### src/rtl/led7seg_capture.sv
// Receive side of a 4-digit multiplexed 7-segment bus: synchronizes, debounces and
// decodes each scanned digit back to a hex nibble, with DP/blank/seen/frame/error status.
module led7seg_capture #(
  parameter int SETTLE = 4
) (
  input  logic        clk_i,
  input  logic        rst_i,
  input  logic [7:0]  led_i,
  input  logic [3:0]  sa_i,
  input  logic        clr_i,
  output logic [15:0] digits_o,
  output logic [3:0]  dp_o,
  output logic [3:0]  blank_o,
  output logic [3:0]  seen_o,
  output logic        frame_o,
  output logic        badSeg_o,
  output logic        badSel_o
);

  localparam int CW = $clog2(SETTLE + 1);
  localparam logic [CW-1:0] SettleCnt   = CW'(SETTLE);
  localparam logic [CW-1:0] SettleCntM1 = CW'(SETTLE - 1);

  logic [7:0]    ledMeta_q, ledSync_q;
  logic [3:0]    saMeta_q, saSync_q;
  logic          vldMeta_q, vldSync_q, prevValid_q;
  logic [11:0]   busPrev_q;
  logic [CW-1:0] cnt_q, cnt_d;
  logic          capture;
  logic          stable;

  logic [15:0]   digits_q, digits_d;
  logic [3:0]    dp_q, dp_d;
  logic [3:0]    blank_q, blank_d;
  logic [3:0]    seen_q, seen_d;
  logic          frame_q, frame_d;
  logic          badSeg_q, badSeg_d;
  logic          badSel_q, badSel_d;

  logic [6:0]    seg;
  logic [4:0]    glyph;
  logic [3:0]    selAct;
  logic          oneHot;
  logic          multiSel;
  logic          isBlank;
  logic          goodData;
  logic          badData;
  logic [3:0]    seenMerged;

  // Returns {valid, nibble}; valid=0 for anything that is not a hex glyph.
  function automatic logic [4:0] decodeGlyph(input logic [6:0] s);
    logic [4:0] r;
    r = 5'h00;
    case (s)
      7'h3F: r = 5'h10;
      7'h06: r = 5'h11;
      7'h5B: r = 5'h12;
      7'h4F: r = 5'h13;
      7'h66: r = 5'h14;
      7'h6D: r = 5'h15;
      7'h7D: r = 5'h16;
      7'h07: r = 5'h17;
      7'h7F: r = 5'h18;
      7'h6F: r = 5'h19;
      7'h77: r = 5'h1A;
      7'h7C: r = 5'h1B;
      7'h39: r = 5'h1C;
      7'h5E: r = 5'h1D;
      7'h79: r = 5'h1E;
      7'h71: r = 5'h1F;
      default: r = 5'h00;
    endcase
    return r;
  endfunction

  // The valid bits track when the sync and compare stages hold real samples, so the
  // all-zero reset contents of the synchronizer are never mistaken for a settled pattern.
  always_ff @(posedge clk_i or posedge rst_i) begin
    if (rst_i) begin
      ledMeta_q   <= '0;
      ledSync_q   <= '0;
      saMeta_q    <= '0;
      saSync_q    <= '0;
      vldMeta_q   <= 1'b0;
      vldSync_q   <= 1'b0;
      prevValid_q <= 1'b0;
      busPrev_q   <= '0;
      cnt_q       <= '0;
    end else begin
      ledMeta_q   <= led_i;
      ledSync_q   <= ledMeta_q;
      saMeta_q    <= sa_i;
      saSync_q    <= saMeta_q;
      vldMeta_q   <= 1'b1;
      vldSync_q   <= vldMeta_q;
      prevValid_q <= vldSync_q;
      busPrev_q   <= {saSync_q, ledSync_q};
      cnt_q       <= cnt_d;
    end
  end

  always_comb begin
    stable  = prevValid_q && ({saSync_q, ledSync_q} == busPrev_q);
    cnt_d   = cnt_q;
    capture = 1'b0;
    if (!vldSync_q) begin
      cnt_d = '0;
    end else if (!stable) begin
      cnt_d   = CW'(1);
      capture = (SETTLE == 1);
    end else begin
      if (cnt_q != SettleCnt) begin
        cnt_d = cnt_q + CW'(1);
      end
      capture = (cnt_q == SettleCntM1);
    end
  end

  always_comb begin
    seg      = ~ledSync_q[6:0];
    glyph    = decodeGlyph(seg);
    isBlank  = (seg == 7'h00);
    selAct   = ~saSync_q;
    oneHot   = (selAct != 4'h0) && ((selAct & (selAct - 4'd1)) == 4'h0);
    multiSel = (selAct != 4'h0) && !oneHot;
    goodData = capture && oneHot && (glyph[4] || isBlank);
    badData  = capture && oneHot && !glyph[4] && !isBlank;
  end

  // Data fields are written even when clr_i coincides with a capture; only status is cleared.
  always_comb begin
    digits_d   = digits_q;
    dp_d       = dp_q;
    blank_d    = blank_q;
    for (int i = 0; i < 4; i++) begin
      if (goodData && selAct[i]) begin
        dp_d[i] = ~ledSync_q[7];
        if (glyph[4]) begin
          digits_d[4*i +: 4] = glyph[3:0];
          blank_d[i]         = 1'b0;
        end else begin
          blank_d[i] = 1'b1;
        end
      end
    end

    seenMerged = seen_q | (goodData ? selAct : 4'h0);
    seen_d     = seenMerged;
    frame_d    = 1'b0;
    badSeg_d   = badSeg_q | badData;
    badSel_d   = badSel_q | (capture && multiSel);
    if (clr_i) begin
      seen_d   = 4'h0;
      badSeg_d = 1'b0;
      badSel_d = 1'b0;
    end else if (seenMerged == 4'hF) begin
      seen_d  = 4'h0;
      frame_d = 1'b1;
    end
  end

  always_ff @(posedge clk_i or posedge rst_i) begin
    if (rst_i) begin
      digits_q <= '0;
      dp_q     <= '0;
      blank_q  <= '0;
      seen_q   <= '0;
      frame_q  <= 1'b0;
      badSeg_q <= 1'b0;
      badSel_q <= 1'b0;
    end else begin
      digits_q <= digits_d;
      dp_q     <= dp_d;
      blank_q  <= blank_d;
      seen_q   <= seen_d;
      frame_q  <= frame_d;
      badSeg_q <= badSeg_d;
      badSel_q <= badSel_d;
    end
  end

  assign digits_o = digits_q;
  assign dp_o     = dp_q;
  assign blank_o  = blank_q;
  assign seen_o   = seen_q;
  assign frame_o  = frame_q;
  assign badSeg_o = badSeg_q;
  assign badSel_o = badSel_q;

endmodule
### config.mk
export PLATFORM = sky130hd
export DESIGN_NAME = led7seg_capture
export DESIGN_NICKNAME = d
export VERILOG_FILES = /design/src/rtl/led7seg_capture.sv
export SDC_FILE = /design/constraint.sdc
export NUM_CORES = 1
export LEC_CHECK = 0
export CAP_MARGIN = 40
export CORE_UTILIZATION = 50
export CTS_BUF_LIST = sky130_fd_sc_hd__clkbuf_4
export DETAILED_ROUTE_END_ITERATION = 16
export GPL_ROUTABILITY_DRIVEN = 0
export PLACE_DENSITY_LB_ADDON = 0.1
export SYNTH_ARGS = -nofsm -noshare
export SYNTH_HDL_FRONTEND = slang
export SYNTH_SLANG_ARGS = --single-unit
export TNS_END_PERCENT = 100
### constraint.sdc
create_clock -name clk_i -period 2.2 [get_ports clk_i]
set_input_delay 0.44 -clock clk_i [delete_from_list [all_inputs] [get_ports clk_i]]
set_output_delay 0.44 -clock clk_i [all_outputs]
set_load 0.005 [all_outputs]
==> out/metrics.yaml, run 1 <==
power:
  vdd_ir_drop_max_v: 0.000640
  p_per_area_nw_per_um2: 609
  finalPower_mw: 2.71
  power_leakage_nw: 1.88
logic_synthesis:
  synth-edff-count: 0
  synth_cells: 254
  yosys_warnings: 0
  async_flop_share: 1.00
  synth_top_area_cell: "dfrtp_1"
  netlist_top_cells_area: "dfrtp_1 58%, xnor2_1 3.6%, mux2_2 3.6%"
  synth_nets: 272
  synth_cell_types: 57
  syn-cell-area_um2: 3150
  synth_seq_cells: 73
  seq_area_frac_synth: 0.581
  ys.flop_type: "dfrtp_1"
  syn_area_per_cell_um2: 12.4
  synth_top_area_share: 0.581
global_route:
  grt_pass1_vias: 2341
  grt_pass1_wl_um: 11000
  grt_antenna_before_repair: 0
  overflow: 0
  grt_max_degree: 74
  grtUsageTotal: 0.227
sta:
  post-route-min-period_ns: 2.32
  setup_viol: 23
  fmax_mhz: 430
  hold_viol_final: 0
  whs_ns: 0.361
  rsz0062_at_grt: "true"
  tightest_slew_ns: 0.589
  drv_slew: 0
  slew_headroom: 0.603
  fin_crit_sh: 1.06
  layout_setup_ws_ns: -0.125
  finClkSkew_ns: 0.0150
worst_setup_path:
  slowest_delay_ns: 0.47
  worst_setup_path_end_kind: "flip-flop"
  crit_buf_inv: 0
  crit_arrival_ns: 2.63
  r2r_cells: 6
  crit_family: "simple AND/OR/NAND/NOR gates"
  crit_cells: 6
  critPathRequiredTime_ns: 2.50
  path_cells: "or3b_4 -> a2111oi_4 -> or3_4 -> o311ai_4 -> nor2_4 -> mux2_4"
  worst_setup_path_start_kind: "flip-flop"
  path_max_fanout: 7
  slowest_stage: "dfrtp_2"
  crit_type: "flip-flop to flip-flop"
route:
  num_vias: 2383
  drt-initial-drc-count: 154
  wl_per_cell_um: 16.0
  drt-pass1-iter-count: 4
  drc: 0
  ant_nets: 0
  finalWirelength_um: 6930
  viasPerCell: 5.49
run_status:
  violations: "negative setup slack"
  outcome: "finished with violations"
floorplan:
  fp.dieArea_um2: 6610
  die_h_um: 81.3
  die_x_um: 81.3
  core-area_um2: 5990
  rows: 28
  num_io_pins: 46
  initial_core_util: 0.525
clock_network:
  cts_sinks: 73
  clk_latency_ns: 0.42
  cts_made_buffers: 9
  clkSlewWorstSetupHoldPaths_ns: 0.12
  ctsHoldBuffers: 0
  root_buffer: "clkbuf_4"
  tritoncts: "yes"
  h-tree-depth: 3
  clockBufferDepth: 2
final_layout:
  fin_util: 0.743
  insertedDiodeCount: 0
  fin_nets: 372
  area_delta_synth_final_pct: 41.5
  drive_above_1_share: 0.359
  fin_cells: 434
placement:
  io_buffers: 45
  dp_worst_setup_slack_ns: -0.181
  placed_cells: 402
  place_hpwl_um: 4420
flow_run:
  max-cap-violations: 0
hold_path:
  hold_depth: 0
  holdCritPathClass: "flip-flop to flip-flop"
-- power by group --
part	total, mW	leakage (nW)	switching, mW	internal (mW)
Clock	1.05	0.0921	0.472	0.574
Combinational	0.253	0.865	0.128	0.125
Sequential	1.41	0.921	0.0345	1.38
-- cell usage in the layout, fill, tap and decap left out, drive strengths merged, types with 4 or more instances in the layout --
master	n
nor3	10
dfrtp	73
nand3	8
a21oi	8
nand2	15
xnor2	15
a211oi	4
inv	7
nand4	5
nand2b	6
nor2	10
mux2	12
buf	54
clkbuf	9
clkdlybuf4s50	45
o311ai	4
o21ai	20
-- final cells by class --
cell class	instances	area [um2]
well taps	75	93.8
inverters	8	33.8
repair buffers	99	908
clock inverters	7	119
fillers	407	1540
clock buffers	9	67.6
multi-input cells	163	1400
flip-flops and latches	73	1830
-- cell families after synthesis --
group / synth area share
multiplexers: 0.0461
other: 0.00119
buffers and inverters: 0.0358
AND/OR/NAND/NOR: 0.145
AO/OA/AOI/OAI: 0.127
flip-flops: 0.581
XOR/XNOR: 0.0493
adder cells (fa/ha/maj): 0.0151
-- layer usage --
layer  GRT usage  routed length (um)  vias up
met2       0.366                3460       73
met1       0.279                2980     1173
li1            -                   -     1121
met5           0                   0        -
met3      0.0674                 327       16
met4       0.105                 163        0
-- path summary, 6_finish.rpt --
path	from	to	slack (ns)
setup / recovery	ledSync_q[0]	digits_o[13]	-0.12
hold reg to reg	vldMeta_q	vldSync_q	0.36
max in group asynchronous	rst_i	ledSync_q[6]	1.42
min in group asynchronous	rst_i	cnt_q[1]	0.45
setup reg to reg	ledSync_q[0]	digits_o[13]	-0.12
hold / removal	vldMeta_q	vldSync_q	0.36
-- worst register-to-register path, stage by stage, from the launching register on --
cell       delay (ns)
dfrtp_2          0.47
or3b_4           0.42
a2111oi_4        0.36
or3_4            0.27
o311ai_4         0.14
nor2_4           0.22
mux2_4           0.32
-- flip-flops by register name, indices dropped and copies added (netlist names), 3 cells and up --
| signal | flops |
|---|---|
| seen_o | 4 |
| ledMeta_q | 8 |
| blank_o | 4 |
| dp_o | 4 |
| saSync_q | 4 |
| busPrev_q | 12 |
| cnt_q | 3 |
| saMeta_q | 4 |
| digits_o | 16 |
| ledSync_q | 8 |
-- Yosys cell counts, drive strengths merged (2+ instances only) --
| library cell | n |
|---|---|
| nand2 | 15 |
| o21ai | 20 |
| nor3 | 10 |
| nand3b | 2 |
| a31oi | 3 |
| or3b | 2 |
| o22ai | 2 |
| nand3 | 8 |
| or3 | 3 |
| dfrtp | 73 |
| nor4 | 3 |
| nand4 | 5 |
| xnor2 | 15 |
| mux2 | 12 |
| nand4b | 2 |
| or4 | 3 |
| nor2 | 10 |
| nand2b | 6 |
| o311ai | 4 |
| inv | 8 |
| a211oi | 4 |
| ha | 3 |
| a21oi | 8 |
| buf | 9 |
| nor2b | 2 |
-- timing repair --
| item | 4_1_cts | 5_1_grt |
|---|---|---|
| resized for setup | 23 | 36 |
| buffers inserted | 9 | 8 |
| pin swaps | 4 | 4 |
| endpoints found under the setup margin | 20 | 30 |
-- per-stage QoR --
stage	instance area [um2]	setup TNS [ns]
finish	4450	-1.44
global route	4450	-3.11
CTS	4300	-0.704
detailed placement	3930	-1.64
global placement	3930	-0.622
floorplan	3170	-0.506
Note: power is estimated with default switching activity, not from simulation.
==> run 2, diff against run 1 <==
--- a/config.mk
+++ b/config.mk
@@ -11,6 +11,7 @@
 export DETAILED_ROUTE_END_ITERATION = 16
 export GPL_ROUTABILITY_DRIVEN = 0
 export PLACE_DENSITY_LB_ADDON = 0.1
+export RECOVER_POWER = 50
 export SYNTH_ARGS = -nofsm -noshare
 export SYNTH_HDL_FRONTEND = slang
 export SYNTH_SLANG_ARGS = --single-unit
==> out/metrics.yaml, run 2 (same netlist as run 1, synthesis figures left out) <==
route:
  num_vias: 2383  # unchanged
  wl_per_cell_um: 16.0  # about the same
  wl_met3_um: 330  # +0.92%
  wirelength_met1_um: 2970  # -0.17%
  drt-initial-drc-count: 154  # unchanged
  top_layer_used: "met4"
  viasPerCell: 5.49  # unchanged
  dr_wl_met2_um: 3460  # about the same
  drt-pass1-iter-count: 4  # unchanged
  drc: 0  # unchanged
  ant_nets: 0  # unchanged
  finalWirelength_um: 6930  # about the same
placement:
  dp_worst_setup_slack_ns: -0.181  # unchanged
  placed_cells: 402  # unchanged
  place_area_um2: 3930  # unchanged
  place_hpwl_um: 4420  # unchanged
  io_buffers: 45  # unchanged
sta:
  fin_crit_sh: 1.06  # about the same
  finClkSkew_ns: 0.0150  # unchanged
  fmax_mhz: 430  # about the same
  post-route-min-period_ns: 2.32  # +0.00000600 ns
  layout_setup_ws_ns: -0.125  # -0.00000600 ns
  rsz0062_at_grt: "true"
  final.setup.tns_ns: -1.44  # +0.0000800 ns
  slew_headroom: 0.603  # unchanged
  drv_slew: 0  # unchanged
  hold_viol_final: 0  # unchanged
  setup_viol: 23  # unchanged
  tightest_slew_ns: 0.589  # unchanged
worst_setup_path:
  worst_setup_path_end_kind: "flip-flop"
  path_max_fanout: 7  # unchanged
  crit_arrival_ns: 2.63  # about the same
  crit_type: "flip-flop to flip-flop"
  cp-startpoint: "ledSync_q[0]"
  critPathRequiredTime_ns: 2.50  # about the same
  regToRegStartpoint: "ledSync_q[0]"
  worst_setup_path_start_kind: "flip-flop"
floorplan:
  rows: 28  # unchanged
  die_x_um: 81.3  # unchanged
  die_h_um: 81.3  # unchanged
  fp.dieArea_um2: 6610  # unchanged
  num_io_pins: 46  # unchanged
  core-area_um2: 5990  # unchanged
  initial_core_util: 0.525  # unchanged
clock_network:
  tritoncts: "yes"
  clockBufferDepth: 2  # unchanged
  clk_latency_ns: 0.42  # about the same
  h-tree-depth: 3  # unchanged
  root_buffer: "clkbuf_4"
  cts_made_buffers: 9  # unchanged
  clkSlewWorstSetupHoldPaths_ns: 0.12  # about the same
  cts_sinks: 73  # unchanged
global_route:
  grtUsageTotal: 0.227  # unchanged
  grt_max_degree: 74  # unchanged
  grt_antenna_before_repair: 0  # unchanged
  grt_pass1_wl_um: 11000  # unchanged
  overflow: 0  # unchanged
  grt_pass1_vias: 2341  # unchanged
power:
  p_per_area_nw_per_um2: 608  # -0.16%
  power_leakage_nw: 1.88  # +0.17%
  p_seq_frac: 0.522  # about the same
  pwr-share-comb: 0.092  # about the same
  vdd_ir_drop_max_v: 0.000639  # -0.22%
  net-switching-power_mw: 0.634  # about the same
  p_clk_frac: 0.386  # about the same
  swShare: 0.234  # +0.000321
  p_int_mw: 2.07  # -0.20%
final_layout:
  fillCellCount: 407  # unchanged
  multi_input_area_um2: 1400  # unchanged
  insertedDiodeCount: 0  # unchanged
  design_area_um2: 4450  # unchanged
  fin_cells: 434  # unchanged
  drive_above_1_share: 0.359  # unchanged
  area_delta_synth_final_pct: 41.5  # unchanged
  fin_nets: 372  # unchanged
  final_cell_mix: "67 x dfrtp_1, 43 x buf_4, 33 x clkdlybuf4s50_1"
  final-seq-area_um2: 1830  # unchanged
  fin_util: 0.743  # unchanged
  final_common_cell: "dfrtp_1"
  largest_register_ffs: 16  # unchanged
hold_path:
  hold_start: "vldMeta_q"
  holdCritPathClass: "flip-flop to flip-flop"
run_status:
  outcome: "finished with violations"
  violations: "negative setup slack"
flow_run:
  max-cap-violations: 0  # unchanged
==> run 2: metrics by stage <==
step / hold slack [ns] / total power [mW]
6_report: 0.361 / 2.71
5_1_grt: 0.370 / 2.82
4_1_cts: 0.361 / 2.72
3_5_place_dp: 0.335 / 1.65
3_3_place_gp: 0.333 / 1.65
2_1_floorplan: 0.331 / 1.56
==> run 2: layout make-up <==
type / count / share of cell area
Timing Repair Buffer: 99 / 0.204
Clock buffer: 9 / 0.0152
Multi-Input combinational cell: 163 / 0.313
Inverter: 8 / 0.00759
Clock inverter: 7 / 0.0267
Sequential cell: 73 / 0.412
Tap cell: 75 / 0.0211
==> run 2: path summary, 6_finish.rpt <==
check,slack [ns],depth (start not counted),endpoint
worst max-delay path,-0.12,6,digits_o[13]
worst min-delay path,0.36,0,vldSync_q
worst max register to register,-0.12,6,digits_o[13]
worst min register to register,0.36,0,vldSync_q
max in group asynchronous,1.42,3,ledSync_q[6]
min in group asynchronous,0.45,3,cnt_q[1]
==> run 2: timing repair <==
item / CTS / global route
setup buffers: 9 / 8
endpoints found under the setup margin: 20 / 30
pin swaps: 4 / 4
resized for setup: 23 / 36
hold buffers: 0 / 0
==> run 2: power by group through the flow <==
| stage | registers (mW) | logic (mW) | clock network [mW] |
|---|---|---|---|
| after detailed placement | 1.44 | 0.214 | 0 |
| final | 1.41 | 0.249 | 1.05 |
| after global routing | 1.42 | 0.269 | 1.13 |
| after CTS | 1.41 | 0.233 | 1.07 |
| after global placement | 1.44 | 0.210 | 0 |
| after floorplan | 1.43 | 0.136 | 0 |
==> run 2: critical path, cell delays in order, from the launching register on <==
cell	delay, ns
dfrtp_2	0.47
or3b_4	0.42
a2111oi_4	0.36
or3_4	0.27
o311ai_4	0.14
nor2_4	0.22
mux2_4	0.32
==> run 2: per-layer routing <==
metal / track usage / vias to the layer above
met4: 0.105 / 0
met1: 0.279 / 1173
met3: 0.0674 / 16
met2: 0.366 / 73
met5: 0 / -
li1: - / 1121
